==> config.mk <==
export PLATFORM = sky130hd
export DESIGN_NAME = vga_timing_gen
export DESIGN_NICKNAME = d
export VERILOG_FILES = /design/src/rtl/vga_timing_gen.sv
export SDC_FILE = /design/constraint.sdc
export NUM_CORES = 1
export LEC_CHECK = 0
export BUFFER_PORTS_ARGS = -buffer_cell sky130_fd_sc_hd__buf_2
export CAP_MARGIN = 40
export CORE_MARGIN = 2
export CORE_UTILIZATION = 37
export CTS_CLUSTER_DIAMETER = 40
export DETAILED_ROUTE_END_ITERATION = 10
export GPL_ROUTABILITY_DRIVEN = 1
export GPL_TIMING_DRIVEN = 0
export PLACE_DENSITY_LB_ADDON = 0.15
export SLEW_MARGIN = 10
export SYNTH_ARGS = -nofsm -noshare
export SYNTH_HDL_FRONTEND = slang
export SYNTH_SLANG_ARGS = --single-unit
==> constraint.sdc <==
create_clock -name clk -period 4.2 [get_ports clk]
set_input_delay 1.26 -clock clk [delete_from_list [all_inputs] [get_ports clk]]
set_output_delay 1.26 -clock clk [all_outputs]
set_load 0.1 [all_outputs]
==> src/rtl/vga_timing_gen.sv <==
// Raster timing generator: pixel-enable-qualified h/v counters with registered
// sync, data-enable, coordinate and line/frame start outputs.
module vga_timing_gen #(
  parameter int   H_ACTIVE = 640,
  parameter int   H_FP     = 16,
  parameter int   H_SYNC   = 96,
  parameter int   H_BP     = 48,
  parameter int   V_ACTIVE = 480,
  parameter int   V_FP     = 10,
  parameter int   V_SYNC   = 2,
  parameter int   V_BP     = 33,
  parameter logic HS_POL   = 1'b0,
  parameter logic VS_POL   = 1'b0,
  parameter int   XW       = 10,
  parameter int   YW       = 10
) (
  input  logic          clk,
  input  logic          rst_n,
  input  logic          pix_ce,
  input  logic          en,
  output logic          hsync_o,
  output logic          vsync_o,
  output logic          de_o,
  output logic [XW-1:0] x_o,
  output logic [YW-1:0] y_o,
  output logic          line_start_o,
  output logic          frame_start_o
);

  localparam logic [31:0] H_TOTAL  = 32'(H_ACTIVE + H_FP + H_SYNC + H_BP);
  localparam logic [31:0] V_TOTAL  = 32'(V_ACTIVE + V_FP + V_SYNC + V_BP);
  localparam logic [31:0] H_ACT_C  = 32'(H_ACTIVE);
  localparam logic [31:0] V_ACT_C  = 32'(V_ACTIVE);
  localparam logic [31:0] HS_START = 32'(H_ACTIVE + H_FP);
  localparam logic [31:0] HS_END   = 32'(H_ACTIVE + H_FP + H_SYNC);
  localparam logic [31:0] VS_START = 32'(V_ACTIVE + V_FP);
  localparam logic [31:0] VS_END   = 32'(V_ACTIVE + V_FP + V_SYNC);
  localparam logic [31:0] H_LAST   = H_TOTAL - 32'd1;
  localparam logic [31:0] V_LAST   = V_TOTAL - 32'd1;

  logic [XW-1:0] h_cnt_r;
  logic [YW-1:0] v_cnt_r;
  logic [31:0]   h_ext_s;
  logic [31:0]   v_ext_s;
  logic          h_wrap_s;
  logic          v_wrap_s;
  logic          de_s;
  logic          hs_act_s;
  logic          vs_act_s;

  assign h_ext_s = 32'(h_cnt_r);
  assign v_ext_s = 32'(v_cnt_r);

  // Decode timing regions from the current (pre-increment) counts.
  always_comb begin
    h_wrap_s = 1'b0;
    v_wrap_s = 1'b0;
    de_s     = 1'b0;
    hs_act_s = 1'b0;
    vs_act_s = 1'b0;
    h_wrap_s = (h_ext_s == H_LAST);
    v_wrap_s = (v_ext_s == V_LAST);
    de_s     = (h_ext_s < H_ACT_C) && (v_ext_s < V_ACT_C);
    hs_act_s = (h_ext_s >= HS_START) && (h_ext_s < HS_END);
    vs_act_s = (v_ext_s >= VS_START) && (v_ext_s < VS_END);
  end

  // Raster position counters; en low parks them at the origin.
  always_ff @(posedge clk or negedge rst_n) begin
    if (!rst_n) begin
      h_cnt_r <= {XW{1'b0}};
      v_cnt_r <= {YW{1'b0}};
    end else if (!en) begin
      h_cnt_r <= {XW{1'b0}};
      v_cnt_r <= {YW{1'b0}};
    end else if (pix_ce) begin
      if (h_wrap_s) begin
        h_cnt_r <= {XW{1'b0}};
        v_cnt_r <= v_wrap_s ? {YW{1'b0}} : (v_cnt_r + YW'(1));
      end else begin
        h_cnt_r <= h_cnt_r + XW'(1);
        v_cnt_r <= v_cnt_r;
      end
    end else begin
      h_cnt_r <= h_cnt_r;
      v_cnt_r <= v_cnt_r;
    end
  end

  // Registered outputs: levels hold between pixel enables, strobes last one clk.
  always_ff @(posedge clk or negedge rst_n) begin
    if (!rst_n) begin
      hsync_o       <= ~HS_POL;
      vsync_o       <= ~VS_POL;
      de_o          <= 1'b0;
      x_o           <= {XW{1'b0}};
      y_o           <= {YW{1'b0}};
      line_start_o  <= 1'b0;
      frame_start_o <= 1'b0;
    end else if (!en) begin
      hsync_o       <= ~HS_POL;
      vsync_o       <= ~VS_POL;
      de_o          <= 1'b0;
      x_o           <= {XW{1'b0}};
      y_o           <= {YW{1'b0}};
      line_start_o  <= 1'b0;
      frame_start_o <= 1'b0;
    end else if (pix_ce) begin
      hsync_o       <= hs_act_s ? HS_POL : ~HS_POL;
      vsync_o       <= vs_act_s ? VS_POL : ~VS_POL;
      de_o          <= de_s;
      x_o           <= h_cnt_r;
      y_o           <= v_cnt_r;
      line_start_o  <= (h_cnt_r == {XW{1'b0}});
      frame_start_o <= (h_cnt_r == {XW{1'b0}}) && (v_cnt_r == {YW{1'b0}});
    end else begin
      line_start_o  <= 1'b0;
      frame_start_o <= 1'b0;
    end
  end

endmodule

Word-level counts from Yosys, hierarchy flattened
Index checks and enable logic that the tools add are counted.
{"block": "word_totals", "reg_bits": 45, "latchBits": 0, "ram_bits": 0, "romBits": 0, "inputBits": 4, "output_inout_bits": 25, "wordCells": 51, "mem_count": 0}
{"block": "classes", "addsub": 2, "mul": 0, "div": 0, "n_lt_le_gt_ge": 6, "eq_ne": 4, "n_shift": 0, "mux": 23, "n_bitwise": 0, "reduce_logical": 7}
{"op": "2-to-1 mux 10 bit", "count": 11}
{"op": "adder 10 x 1 -> 10 bit (second input constant)", "count": 2}
{"op": "== test 10 bit (second input constant)", "count": 2}
{"op": "logical NOT 10 bit", "count": 2}
{"op": "less-than comparator 10 bit (second input constant)", "count": 2}
{"op": "less-than comparator 10 x 9 -> 1 bit (second input constant)", "count": 2}
{"op": "2-to-1 mux 1 bit", "count": 12}
{"op": "greater-or-equal comparator 10 bit (second input constant)", "count": 1}
{"op": "greater-or-equal comparator 10 x 9 -> 1 bit (second input constant)", "count": 1}
{"op": "logical AND 1 bit", "count": 4}
{"op": "!= test 2 x 1 -> 1 bit (second input constant)", "count": 1}
{"op": "!= test 2 bit (second input constant)", "count": 1}
{"op": "AND reduction 2 bit", "count": 1}

Logic depth before layout (Yosys ltp)
{"block": "depth", "word_depth": 5, "ltp_mapped": 6, "depth_no_buf": 6}

Worst setup path after synthesis
No wires, ideal clock.
{"block": "synth_path", "path_kind": "input port to flip-flop", "start": "input pix_ce", "end": "register h_cnt_r[9]", "setup_time_ps": 77, "arrival_time_ps": 2196, "required_ps": 4123, "path_slack_ps": 1926, "stages": 5, "path_cell_list": "nand2b_1 -> clkbuf_1 -> nand4_1 -> or3_1 -> a21oi_1"}
{"block": "synth_via", "elab_chain_cells": 1}
{"element": "start, declared", "line_no": "19", "rtl": "input logic pix_ce,"}
{"element": "!= test 2 bit (no line)"}
{"element": "end signal, assigned", "line_no": "71", "rtl": "h_cnt_r <= {XW{1'b0}};"}
{"element": "end signal, assigned", "line_no": "74", "rtl": "h_cnt_r <= {XW{1'b0}};"}
{"element": "end signal, assigned", "line_no": "78", "rtl": "h_cnt_r <= {XW{1'b0}};"}
{"element": "end, declared", "line_no": "41", "rtl": "logic [XW-1:0] h_cnt_r;"}
Every way passes these cells.
A chain may end at the register's enable or synchronous reset.

Worst setup path after layout
{"block": "layout_path", "start": "register vsync_o", "end": "output vsync_o"}
{"element": "start, declared", "line_no": "22", "rtl": "output logic vsync_o,"}
{"element": "start signal, assigned", "line_no": "94", "rtl": "vsync_o <= ~VS_POL;"}
{"element": "start signal, assigned", "line_no": "102", "rtl": "vsync_o <= ~VS_POL;"}
{"element": "start signal, assigned", "line_no": "110", "rtl": "vsync_o <= vs_act_s ? VS_POL : ~VS_POL;"}
No word-level cell between the ends.

==> flow_summary.yaml <==
status:
  outcome: "complete, no violations"
synth:
  postSynth.asyncResetShare_pct: 100
  ys.flop_type: "dfrtp_1"
  synth_top_cell_by_area: "dfrtp_1"
  yosys.area.top_type_share_pct: 47.3
  syn_inst: 218
  ys_seq_area_share_pct: 49.6
  netlist_area_sq_mm: 0.00228
  yosys_register_bits: 45
  synth_area_per_cell_sq_um: 10.4
  synth.distinct_cells: 41
  synth.net_count: 226
  yosys_warnings: 0
  synthTopCellsByArea: "dfrtp_1 47%, mux2i_1 8.8%, nor2_1 5.8%, buf_6 2.5%, dfstp_2 2.3%"
  ys_top_cells_by_count: "43 x dfrtp_1, 35 x nor2_1, 20 x mux2i_1"
  synth_edf_count: 0
  post-synth-top-count-cell: "dfrtp_1"
setup_path:
  critical_path.top_delay_family: "flip-flops"
  crit_path_start_kind: "flip-flop"
  crit_path_end_kind: "output port"
  crit_required_ns: 2.94
  worstPathCellList: "buf_2"
  crit_fanout: 2
  cp.buffers_inverters: 1
  critPathSlowestCell: "dfstp_2"
  path_class: "flip-flop to output port"
  critPathArrivalTime_ns: 1.25
  slowest_delay_ns: 0.53
cts:
  ctsHoldBuffers: 0
  root_buffer: "clkbuf_8"
  cts_resized: 0
  path_clk_slew_ns: 0.08
  insertion_delay_ns: 0.30
  cts_buffer_depth: 2
  clock_sinks: 45
  cts_tree: "done"
  htreeDepth: 2
  numCtsBuffers: 5
  postCtsSetupRepairBufs: 0
job:
  maxCapViolCount: 0
grt:
  grt-ovfl-total: 0
  grt_antenna_before_repair: 0
  grt_use_total_pct: 16.7
  grt_pass1_wl_microns: 8440
  grt_pass1_vias: 1610
  grt_max_degree: 26
finish:
  multiInputGateArea_sq_mm: 0.00102
  nFillCells: 578
  regArea_sq_mm: 0.00113
  drive_gt1_share_pct: 22.4
  diodes: 0
  fin_nets: 262
  syn_to_final_growth_pct: 14.7
  layoutNonFillerInstCount: 330
timing:
  max_freq_mhz: 399
  hold_viol: 0
  slew_violations: 0
  layout_min_cycle_time_ns: 2.51
  worst_slew_pin_slew_ns: 0.499
  max-slew-margin-rel_pct: 66.8
  whs_ns: 0.513
  fin_setup_tns_ns: 0
  rsz0062_at_grt: "false"
  final.period_utilization_pct: 59.7
  setup_violations: 0
  fin_worst_skew_ns: 0.00508
floorplanning:
  initial_utilization_pct: 38.5
  die_w_microns: 82.5
  num_rows: 28
  ios: 29
  core_sq_mm: 0.00592
  die_y_microns: 82.5
  dieArea_sq_mm: 0.00680
detailed_routing:
  first_pass_iters: 4
  via_count: 1689
  antenna_left: 0
  drc: 0
  drt_wl_total_microns: 4950
  wl_per_cell_microns: 15.0
  via_per_inst: 5.12
  drt_iter0_drc: 102
power_and_ir_drop:
  vdd_drop_max_mv: 0.145
  pwr_density_cell_mw_per_mm2: 323
  p_leak_nw: 1.29
place:
  hpwl_microns: 3550
  place_inst: 322
  gp_congestion: 0.740
  numPortBuffers: 28
min_path:
  hp-class: "flip-flop to flip-flop"
-- metrics by stage --
step | total power, mW | cell area [sq um] | setup slack (ns) | utilization (%)
after floorplan | 0.555 | 2280 | 1.93 | -
after global placement | 0.588 | 2510 | 1.53 | 42.4
after detailed placement | 0.592 | 2530 | 1.55 | 42.8
after CTS | 0.853 | 2610 | 1.68 | 44.1
after global routing | 0.882 | 2610 | 1.65 | 44.1
final | 0.843 | 2610 | 1.69 | 44.1
-- flip-flops by register name, summed over array words and instances, names as in the netlist --
register and cells:
line_start_o 1, x_o 10, hsync_o 1, y_o 10, vsync_o 1, h_cnt_r 10, frame_start_o 1, v_cnt_r 10
de_o 1
-- area by class of cell --
| type | instances | area share, % |
|---|---|---|
| clock buffers | 8 | 3.07 |
| well taps | 75 | 3.59 |
| multi-input cells | 153 | 39.1 |
| inverters | 6 | 0.862 |
| flip-flops and latches | 45 | 43.2 |
| repair buffers | 29 | 6.13 |
| plain buffers | 14 | 4.02 |
-- routing by layer --
metal	vias up	GRT usage [%]	routed length, microns
met2	21	24.3	2150
met4	0	5.50	66
met1	824	24.4	2580
met5	-	0	0
met3	6	3.59	157
li1	838	-	-
-- worst reg2reg max path: cells and delay by family (launching register included) --
family	cells	cell delay (ns)
simple gates	1	0.25
compound gates	3	0.67
fa+ha+maj	1	0.27
flops	1	0.39
buf+inv	1	0.19
-- cells in the final DEF, fill, tap and decap left out, types with 4 or more instances in the layout --
master	instances
nor3_1	8
nand4_1	6
nor2_1	35
clkbuf_1	7
buf_2	31
nand3_1	6
mux2i_1	20
nor4_1	4
and3_1	5
a22o_1	6
nand2_1	14
ha_1	4
buf_6	5
dfrtp_1	43
o21ai_0	8
xor2_1	6
clkbuf_8	6
inv_1	6
-- logic make-up (layout without fill, tap and decap cells) --
logic type | after synthesis | after routing | share of synthesized area [%]
AOI/OAI and AO/OA | 28 | 28 | 9.84
xor gates and xnor gates | 6 | 6 | 2.31
adders and majority gates | 4 | 4 | 2.20
buffers and inverters | 20 | 57 | 5.60
DFF | 45 | 45 | 49.6
muxes | 22 | 22 | 9.78
and+or+nand+nor | 93 | 93 | 20.7
-- path summary, 6_finish.rpt --
path,from,to,slack [ns],cells past startpoint
max,vsync_o$_DFFE_PN1P_,vsync_o,1.69,1
min,hsync_o$_DFFE_PN1P_,hsync_o$_DFFE_PN1P_,0.51,1
max reg2reg,h_cnt_r[0]$_DFFE_PN0P_,v_cnt_r[9]$_DFFE_PN0P_,2.33,6
min reg2reg,hsync_o$_DFFE_PN1P_,hsync_o$_DFFE_PN1P_,0.51,1
max in group asynchronous,rst_n,v_cnt_r[3]$_DFFE_PN0P_,2.77,2
min in group asynchronous,rst_n,x_o[8]$_DFFE_PN0P_,0.92,1
-- power by group --
group	internal, mW	switching, mW
registers	0.445	0.00891
clock network	0.118	0.143
logic	0.0365	0.0911
total	0.600	0.243
No activity file was read; power rests on OpenSTA's default activity.
